File: src/rtl/upuart_rx_pkg.sv
// Shared definitions for the upuart receiver: FSM states and oversampling constants.
// Built with or without UPUART_RX_PARITY_EN; nothing here depends on it.
package upuart_defs;

    typedef enum logic [2:0] {
        IDLE   = 3'd0,
        START  = 3'd1,
        DATA   = 3'd2,
        PARITY = 3'd3,
        STOP   = 3'd4,
        BREAK  = 3'd5
    } state_t;

    localparam int         OS_RATE     = 16;
    localparam logic [3:0] TICK_SAMP_A = 4'd7;
    localparam logic [3:0] TICK_SAMP_B = 4'd8;
    localparam logic [3:0] TICK_DECIDE = 4'd9;
    localparam logic [3:0] TICK_LAST   = 4'(OS_RATE - 1);

    // 2-of-3 majority vote over the mid-bit samples
    function automatic logic majority3(input logic a, input logic b, input logic c);
        return (a & b) | (a & c) | (b & c);
    endfunction

endpackage

File: src/rtl/upuart_rx_if.sv
// Receive-side word handshake between the UART receiver and its consumer.
// Master drives data/valid, slave drives ready.
interface upuart_rx_if #(
    parameter int DATA_BITS = 8
);
    logic [DATA_BITS-1:0] rx_data;
    logic                 rx_valid;
    logic                 rx_ready;

    modport master (
        output rx_data,
        output rx_valid,
        input  rx_ready
    );

    modport slave (
        input  rx_data,
        input  rx_valid,
        output rx_ready
    );
endinterface

File: src/rtl/upuart_rx_sync.sv
// Multi-flop synchroniser for an asynchronous input that idles high.
// Resets to all ones so a freshly reset line never looks like a start bit.
module upuart_sync #(
    parameter int STAGES = 2
) (
    input  logic clk,
    input  logic rst,
    input  logic d,
    output logic q
);
    logic [STAGES-1:0] chain;

    // shift the raw input through the flop chain
    always_ff @(posedge clk or posedge rst) begin
        if (rst) begin
            chain <= '1;
        end else begin
            chain <= {chain[STAGES-2:0], d};
        end
    end

    assign q = chain[STAGES-1];
endmodule

File: src/rtl/upuart_rx.sv
// UART receiver on a 16x oversample tick: start/data/[parity]/stop, LSB first.
// Define UPUART_RX_PARITY_EN to add par_en/par_odd/par_err and the PARITY state.
module upuart_rx
    import upuart_defs::*;
#(
    parameter int DATA_BITS   = 8,
    parameter int SYNC_STAGES = 2
) (
    input  logic       clk,
    input  logic       rst,
    input  logic       enable,
    input  logic       os_tick,
    input  logic       rxd,
`ifdef UPUART_RX_PARITY_EN
    input  logic       par_en,
    input  logic       par_odd,
    output logic       par_err,
`endif
    upuart_rx_if.master rx,
    output logic       frm_err,
    output logic       ovr_err,
    output logic       busy
);
    localparam logic [2:0] BIT_LAST = 3'(DATA_BITS - 1);

    logic                 rxd_s;
    state_t               state;
    logic [3:0]           tick_cnt;
    logic [2:0]           bit_cnt;
    logic [DATA_BITS-1:0] shreg;
    logic                 samp_a;
    logic                 samp_b;
    logic                 maj;
    logic                 at_mid;
    logic                 at_last;
`ifdef UPUART_RX_PARITY_EN
    logic                 par_bit;
    logic                 par_bad;
`endif

    upuart_sync #(
        .STAGES (SYNC_STAGES)
    ) u_sync (
        .clk (clk),
        .rst (rst),
        .d   (rxd),
        .q   (rxd_s)
    );

    assign maj     = majority3(samp_a, samp_b, rxd_s);
    assign at_mid  = (tick_cnt == TICK_DECIDE);
    assign at_last = (tick_cnt == TICK_LAST);
    assign busy    = (state != IDLE);
`ifdef UPUART_RX_PARITY_EN
    assign par_bad = (^shreg) ^ par_bit ^ par_odd;
`endif

    // frame FSM, bit sampling, shifter and output holding register
    always_ff @(posedge clk or posedge rst) begin
        if (rst) begin
            state       <= IDLE;
            tick_cnt    <= '0;
            bit_cnt     <= '0;
            shreg       <= '0;
            samp_a      <= 1'b1;
            samp_b      <= 1'b1;
            rx.rx_data  <= '0;
            rx.rx_valid <= 1'b0;
            frm_err     <= 1'b0;
            ovr_err     <= 1'b0;
`ifdef UPUART_RX_PARITY_EN
            par_bit     <= 1'b0;
            par_err     <= 1'b0;
`endif
        end else begin
            frm_err <= 1'b0;
            ovr_err <= 1'b0;
`ifdef UPUART_RX_PARITY_EN
            par_err <= 1'b0;
`endif
            if (rx.rx_valid && rx.rx_ready) begin
                rx.rx_valid <= 1'b0;
            end

            if (!enable) begin
                state    <= IDLE;
                tick_cnt <= '0;
                bit_cnt  <= '0;
            end else if (os_tick) begin
                if (tick_cnt == TICK_SAMP_A) begin
                    samp_a <= rxd_s;
                end
                if (tick_cnt == TICK_SAMP_B) begin
                    samp_b <= rxd_s;
                end
                if (state != IDLE && state != BREAK) begin
                    tick_cnt <= at_last ? 4'd0 : tick_cnt + 4'd1;
                end

                unique case (state)
                    IDLE: begin
                        if (!rxd_s) begin
                            state    <= START;
                            tick_cnt <= '0;
                        end
                    end
                    START: begin
                        if (at_mid && maj) begin
                            state    <= IDLE;
                            tick_cnt <= '0;
                        end else if (at_last) begin
                            state   <= DATA;
                            bit_cnt <= '0;
                        end
                    end
                    DATA: begin
                        if (at_mid) begin
                            shreg <= {maj, shreg[DATA_BITS-1:1]};
                        end
                        if (at_last) begin
                            if (bit_cnt == BIT_LAST) begin
                                bit_cnt <= '0;
`ifdef UPUART_RX_PARITY_EN
                                state   <= par_en ? PARITY : STOP;
`else
                                state   <= STOP;
`endif
                            end else begin
                                bit_cnt <= bit_cnt + 3'd1;
                            end
                        end
                    end
                    PARITY: begin
`ifdef UPUART_RX_PARITY_EN
                        if (at_mid) begin
                            par_bit <= maj;
                        end
                        if (at_last) begin
                            state <= STOP;
                        end
`else
                        state <= IDLE;
`endif
                    end
                    STOP: begin
                        if (at_mid) begin
                            tick_cnt <= '0;
                            if (maj) begin
                                state <= IDLE;
                                if (rx.rx_valid && !rx.rx_ready) begin
                                    ovr_err <= 1'b1;
                                end else begin
                                    rx.rx_data  <= shreg;
                                    rx.rx_valid <= 1'b1;
`ifdef UPUART_RX_PARITY_EN
                                    par_err     <= par_en && par_bad;
`endif
                                end
                            end else begin
                                frm_err <= 1'b1;
                                state   <= BREAK;
                            end
                        end
                    end
                    BREAK: begin
                        if (rxd_s) begin
                            state <= IDLE;
                        end
                    end
                    default: begin
                        state    <= IDLE;
                        tick_cnt <= '0;
                    end
                endcase
            end
        end
    end
endmodule

File: src/flat_wrapper.sv
// flat-port wrapper written by rule: the top's interface ports become plain ports
module upuart_rx_flat import upuart_defs::*;
#(
    parameter int DATA_BITS   = 8,
    parameter int SYNC_STAGES = 2
)
  (clk, rst, enable, os_tick, rxd, frm_err, ovr_err, busy, rx_rx_data, rx_rx_valid, rx_rx_ready);
  upuart_rx_if #(.DATA_BITS(DATA_BITS)) rx_i ();
  input  logic clk;
  input  logic rst;
  input  logic enable;
  input  logic os_tick;
  input  logic rxd;
  output logic frm_err;
  output logic ovr_err;
  output logic busy;
  output wire logic [$bits(rx_i.rx_data)-1:0] rx_rx_data;
  output wire logic [$bits(rx_i.rx_valid)-1:0] rx_rx_valid;
  input wire logic [$bits(rx_i.rx_ready)-1:0] rx_rx_ready;
  assign rx_rx_data = rx_i.rx_data;
  assign rx_rx_valid = rx_i.rx_valid;
  assign rx_i.rx_ready = rx_rx_ready;
  upuart_rx #(.DATA_BITS(DATA_BITS), .SYNC_STAGES(SYNC_STAGES)) u_core (.clk(clk), .rst(rst), .enable(enable), .os_tick(os_tick), .rxd(rxd), .rx(rx_i), .frm_err(frm_err), .ovr_err(ovr_err), .busy(busy));
endmodule
File: config.mk
export PLATFORM = sky130hd
export DESIGN_NAME = upuart_rx_flat
export DESIGN_NICKNAME = d
export VERILOG_FILES = /design/src/rtl/upuart_rx_pkg.sv /design/src/rtl/upuart_rx_if.sv /design/src/rtl/upuart_rx_sync.sv /design/src/rtl/upuart_rx.sv /design/src/flat_wrapper.sv
export SDC_FILE = /design/constraint.sdc
export NUM_CORES = 1
export LEC_CHECK = 0
export ABC_AREA = 0
export CORE_ASPECT_RATIO = 1.1
export CORE_MARGIN = 1.5
export CORE_UTILIZATION = 55
export CTS_BUF_LIST = sky130_fd_sc_hd__clkbuf_16
export CTS_CLUSTER_DIAMETER = 30
export CTS_CLUSTER_SIZE = 40
export DETAILED_ROUTE_END_ITERATION = 6
export GPL_ROUTABILITY_DRIVEN = 0
export PLACE_DENSITY = 0.86
export SLEW_MARGIN = 20
export SYNTH_ARGS = -nofsm -noshare
export SYNTH_HDL_FRONTEND = slang
export SYNTH_SLANG_ARGS = --single-unit
File: constraint.sdc
create_clock -name clk -period 5.17 [get_ports clk]
set_input_delay 0.7755 -clock clk [delete_from_list [all_inputs] [get_ports clk]]
set_output_delay 0.7755 -clock clk [all_outputs]
set_load 0.02 [all_outputs]
==> results of run 1 <==
-- sequential cells by signal (all words and copies together), names as in the netlist --
register             count
u_core.u_sync.chain      2
u_core.samp_a            1
u_core.ovr_err           1
u_core.tick_cnt          4
u_core.shreg             8
u_core.samp_b            1
u_core.rx.rx_data        8
u_core.state             3
u_core.bit_cnt           3
u_core.frm_err           1
u_core.rx.rx_valid       1
-- layer usage --
layer	share of wire, %	up-vias	global-route usage [%]
met3	5.9	9	6.61
met4	1.9	0	8.01
met5	0	-	0
met2	50	41	38.6
li1	-	539	-
met1	42	566	27.6
-- critical path, stage by stage (launching register included) --
cell	delay, ns
dfrtp_1	0.58
or3_1	0.44
clkdlybuf4s50_1	0.54
-- per-stage QoR --
| stage | cell area (sq um) | power [mW] |
|---|---|---|
| global route | 2000 | 0.684 |
| detailed placement | 1860 | 0.376 |
| finish | 2000 | 0.658 |
| CTS | 2000 | 0.660 |
| global placement | 1860 | 0.371 |
| floorplan | 1680 | 0.358 |
-- power by group --
group / switching, mW / internal (mW) / total, mW
clock: 0.108 / 0.176 / 0.284
combinational: 0.0441 / 0.0386 / 0.0827
sequential: 0.0240 / 0.268 / 0.292
-- kinds of logic (layout without fill, tap and decap cells) --
group	after synthesis	count (layout)	share of synthesized area [%]
fa+ha+maj	6	6	4.33
buf+inv	12	33	3.81
flops	33	33	49.6
mux	20	20	13.4
xor+xnor	2	2	1.04
compound gates	22	22	10.2
simple gates	44	44	17.6
-- layout make-up --
class                           count  share of cell area, %
Timing Repair Buffer               18                   8.88
Sequential cell                    33                   41.5
Clock buffer                        5                   6.25
Multi-Input combinational cell     94                   39.1
Tap cell                           33                   2.06
Inverter                            7                   1.31
Clock inverter                      3                  0.876
-- path summary, 6_finish.rpt --
| kind | startpoint | endpoint |
|---|---|---|
| worst max-delay path | u_core.state[0]$_DFFE_PP0P_ | busy |
| worst min-delay path | u_core.u_sync.chain[0]$_DFF_PP1_ | u_core.u_sync.chain[1]$_DFF_PP1_ |
| worst max register to register | u_core.tick_cnt[0]$_DFFE_PP0P_ | u_core.bit_cnt[1]$_DFFE_PP0P_ |
| worst min register to register | u_core.u_sync.chain[0]$_DFF_PP1_ | u_core.u_sync.chain[1]$_DFF_PP1_ |
| max in group asynchronous | rst | u_core.u_sync.chain[1]$_DFF_PP1_ |
| min in group asynchronous | rst | u_core.rx.rx_valid$_DFF_PP0_ |
-- cell usage in the layout (no fill, tap or decap), drive strengths merged, types with 3 or more instances in the layout --
cell type / n
nand2: 12
nor3: 3
clkdlybuf4s50: 17
a21oi: 3
ha: 5
nor2: 5
clkbuf: 5
a22o: 3
dfrtp: 29
nor2b: 3
o21ai: 5
mux2: 20
nand3: 5
dfstp: 4
inv: 7
==> reports/qor.csv, run 1 <==
metric,value,unit
Setup crit end kind,primary output,
Die Wd,55.6,um
Setup WS pre-CTS,2.49,ns
Rows,20,
Post-synth EDFFs,0,
Pwr Density,329,nW/um^2
port bufs,17,
Synth area leader,dfrtp_1,
first-pass detailed-route iteration total,4,
Register-to-Register Path Depth,4,
top-count cell post-synth,dfrtp_1,
Routed Antenna Nets,0,
Cells after Synth,139,
CTS H-tree depth,2,
fin crit share,50.5,%
kind of critical path,flip-flop to primary output,
Slew headroom,62.7,%
area of the multi-input gates,782,sq um
skew final,0.00357,ns
Fin Setup TNS,0,ns
CTS Buf Count,5,
non-filler instance count after layout,193,
first-pass GRT wire length,5660,um
R2R Setup Slk,3.24,ns
clk buf depth,2,
library cells used by synthesis,48,
Hold Path Depth,0,
Seq cells post-synth,33,
syn nets,150,
Worst setup SP type,flip-flop,
Root Buffer,clkbuf_16,
Skew-Pair Late Insertion Delay,0.28,ns
HPWL Detailed,2210,um
# diodes,0,
# IOs,18,
count of final setup violators,0,
outcome,finished clean,
Worst EP required,4.39,ns
Synth top area share,43.3,%
Inst Count DP,185,
vias per std cell,5.98,
final hold violations,0,
Fin Hold WS,0.360,ns
predominant post-synthesis flop cell,dfrtp_1,
hold_buf cts,0,
vias in the first global route,1156,
Max Cap Viol,0,
grt total ovfl,0,
# clock sinks,33,
RSZ-0062 raised after global routing,no,
Final Worst Setup Slack,2.56,ns
FMAX,383,MHz
Total Routed Length,3340,um
Post-CTS Setup Bufs,0,
Util after Layout,70.8,%
synth warn,0,
DIE AREA,3390,sq um
post_cts resized,0,
clock tree from TritonCTS,yes,
Tmin final,2.61,ns
Nets,170,
largest net degree at the start of global routing,34,
layout cells sized above 1,26.3,%
initial antenna violation count,0,
Filler Cell Count,210,
sequential area share after synthesis,49.6,%
Post-Synthesis Cell Area,1680,sq um
via count,1155,
crit-path max FO,13,
Layout Area Growth over Synthesis,19.3,%
Leakage,0.968,nW
core footprint,2830,sq um
Post-Synthesis Mean Instance Area,12.1,sq um
Area contributors post-synth,"dfrtp_1, mux2_2, dfstp_2",
peak supply drop,0.000278,V
commonest cells in the netlist,"dfrtp_1, mux2_2, nand2_1",
Hold WC Path Type,flip-flop to flip-flop,
CP arrival,1.84,ns
worst slew pin tran,0.559,ns
Starting Density,59.3,%
routed len/inst,17.3,um
Tot GR Track Use,22.5,%
drt initial violations,36,
Register Area,831,sq um
drc violations,0,
Die H,60.9,um
"Slew Viols, Final",0,
"Async S/R FF share, synth",100,%
Worst-path clk slew,0.05,ns
No activity file was read; power rests on OpenSTA's default activity.
==> run 2: changes to the inputs <==
==> constraint.sdc (replaced) <==
create_clock -name clk -period 2.5 [get_ports clk]
set_input_delay 0.375 -clock clk [delete_from_list [all_inputs] [get_ports clk]]
set_output_delay 0.375 -clock clk [all_outputs]
set_load 0.02 [all_outputs]
==> run 2 against run 1 <==
Net effect:
- clock-buffer cell count unchanged
- critical path depth unchanged
- power up 140%
- final cell count up 0.52%
- critical path type unchanged
- global-route usage unchanged
- worst setup slack worse by 2.3 ns
- combinational power up 110%
==> reports/qor.csv, run 2 (synthesis gave the netlist of run 1 again) <==
metric,value,unit
routed len/inst,16.7,um
Final Worst Setup Slack,0.298,ns
Root Buffer,clkbuf_16,
hold_buf cts,0,
Worst EP required,2.12,ns
power share of the combinational group,11.0,%
placed cell area,1870,sq um
Slew headroom,63.8,%
"Power, Total",1.56,mW
Crit path largest cell delay,0.57,ns
crit path buf inv count,1,
"Slew Viols, Final",0,
switching portion of total power,22.8,%
fin crit share,88.1,%
Tot GR Track Use,22.5,%
layout cells sized above 1,26.7,%
Seq pwr share,38.6,%
drt initial violations,35,
initial antenna violation count,0,
clk buf depth,2,
Max Cap Viol,0,
Nets,171,
Die Wd,55.6,um
area of the multi-input gates,782,sq um
kind of critical path,flip-flop to primary output,
Skew-Pair Late Insertion Delay,0.27,ns
post-route cell area,2060,sq um
top flop regs,"u_core.rx.rx_data (8), u_core.shreg (8), u_core.tick_cnt (4)",
final hold violations,0,
Setup WS pre-CTS,0.349,ns
Post-CTS Setup Bufs,0,
Tmin final,2.20,ns
Worst setup SP type,flip-flop,
port bufs,17,
Filler Cell Count,193,
# diodes,0,
outcome,finished clean,
Starting Density,59.3,%
RSZ-0062 raised after global routing,no,
# IOs,18,
Hold WC Path Type,flip-flop to flip-flop,
Total Routed Length,3250,um
post_cts resized,0,
Crit path max-delay family,flip-flops,
Pwr Density,757,nW/um^2
Worst-path clk slew,0.05,ns
first-pass detailed-route iteration total,4,
Rows,20,
CTS H-tree depth,2,
P_sw,0.355,mW
Routed Antenna Nets,0,
Fin Setup TNS,0,ns
first-pass GRT wire length,5640,um
vias per std cell,6.04,
FMAX,454,MHz
worst slew pin tran,0.542,ns
Register Area,831,sq um
Layout Area Growth over Synthesis,22.6,%
largest net degree at the start of global routing,34,
# clock sinks,33,
skew final,0.00520,ns
critical-path cell list,or3_1 > clkdlybuf4s50_1,
crit-path max FO,13,
grt total ovfl,0,
drc violations,0,
CTS Buf Count,5,
"commonest non-fill, non-tap cell in the layout",dfrtp_1,
Setup crit end kind,primary output,
vias in the first global route,1179,
count of final setup violators,0,
DIE AREA,3390,sq um
Clock power frac,50.3,%
peak supply drop,0.000794,V
core footprint,2830,sq um
"leading cell types in the layout, fill and taps excluded","dfrtp_1, mux2_2, clkdlybuf4s50_1, nand2_1, inv_1",
clock tree from TritonCTS,yes,
CP arrival,1.83,ns
Die H,60.9,um
via count,1172,
Leakage,0.997,nW
HPWL Detailed,2120,um
Slowest cell on crit path,dfrtp_1,
Int Pwr,1.20,mW
run 2: cell types whose count changed in the layout (fill, tap and decap cells not counted):
cell        change
buf_4           +1
bufinv_16       +2
clkinv_2        -1
clkinvlp_4      -1
run 2: area by class of cell:
| class | instances | area share, % |
|---|---|---|
| repair buffers | 19 | 9.01 |
| clock inverters | 3 | 3.16 |
| multi-input cells | 94 | 38.0 |
| clock buffers | 5 | 6.09 |
| well taps | 33 | 2.01 |
| flip-flops and latches | 33 | 40.4 |
| inverters | 7 | 1.28 |
run 2: stage by stage:
| stage | cells | util, % | hold WS, ns |
|---|---|---|---|
| floorplan | 139 | - | 0.345 |
| global placement | 186 | 66.0 | 0.347 |
| detailed placement | 186 | 66.0 | 0.354 |
| CTS | 194 | 72.7 | 0.357 |
| global route | 194 | 72.7 | 0.364 |
| finish | 194 | 72.7 | 0.355 |
run 2: metal layers:
metal / track usage [%] / up-vias / part of all wire [%]
li1: - / 544 / -
met1: 28.2 / 571 / 42
met2: 37.4 / 51 / 50
met3: 7.04 / 6 / 6.7
met4: 8.36 / 0 / 1.2
met5: 0 / - / 0
run 2: final timing paths:
check                                                  from                               end  slack, ns  depth (start not counted)
hold / removal             u_core.u_sync.chain[0]$_DFF_PP1_  u_core.u_sync.chain[1]$_DFF_PP1_       0.36                          0
setup reg to reg             u_core.tick_cnt[0]$_DFFE_PP0P_     u_core.bit_cnt[0]$_DFFE_PP0P_       0.58                          4
hold reg to reg            u_core.u_sync.chain[0]$_DFF_PP1_  u_core.u_sync.chain[1]$_DFF_PP1_       0.36                          0
min in group asynchronous                               rst  u_core.rx.rx_data[0]$_DFFE_PP0P_       0.48                          3
setup / recovery                u_core.state[0]$_DFFE_PP0P_                              busy       0.30                          2
max in group asynchronous                               rst         u_core.samp_b$_DFFE_PP1P_       1.69                          3
run 2: power by group through the flow:
stage	combinational [mW]	sequential, mW	clock [mW]
floorplan	0.164	0.576	0
global placement	0.164	0.605	0
detailed placement	0.169	0.609	0
CTS	0.172	0.601	0.798
global route	0.194	0.606	0.824
finish	0.172	0.602	0.783
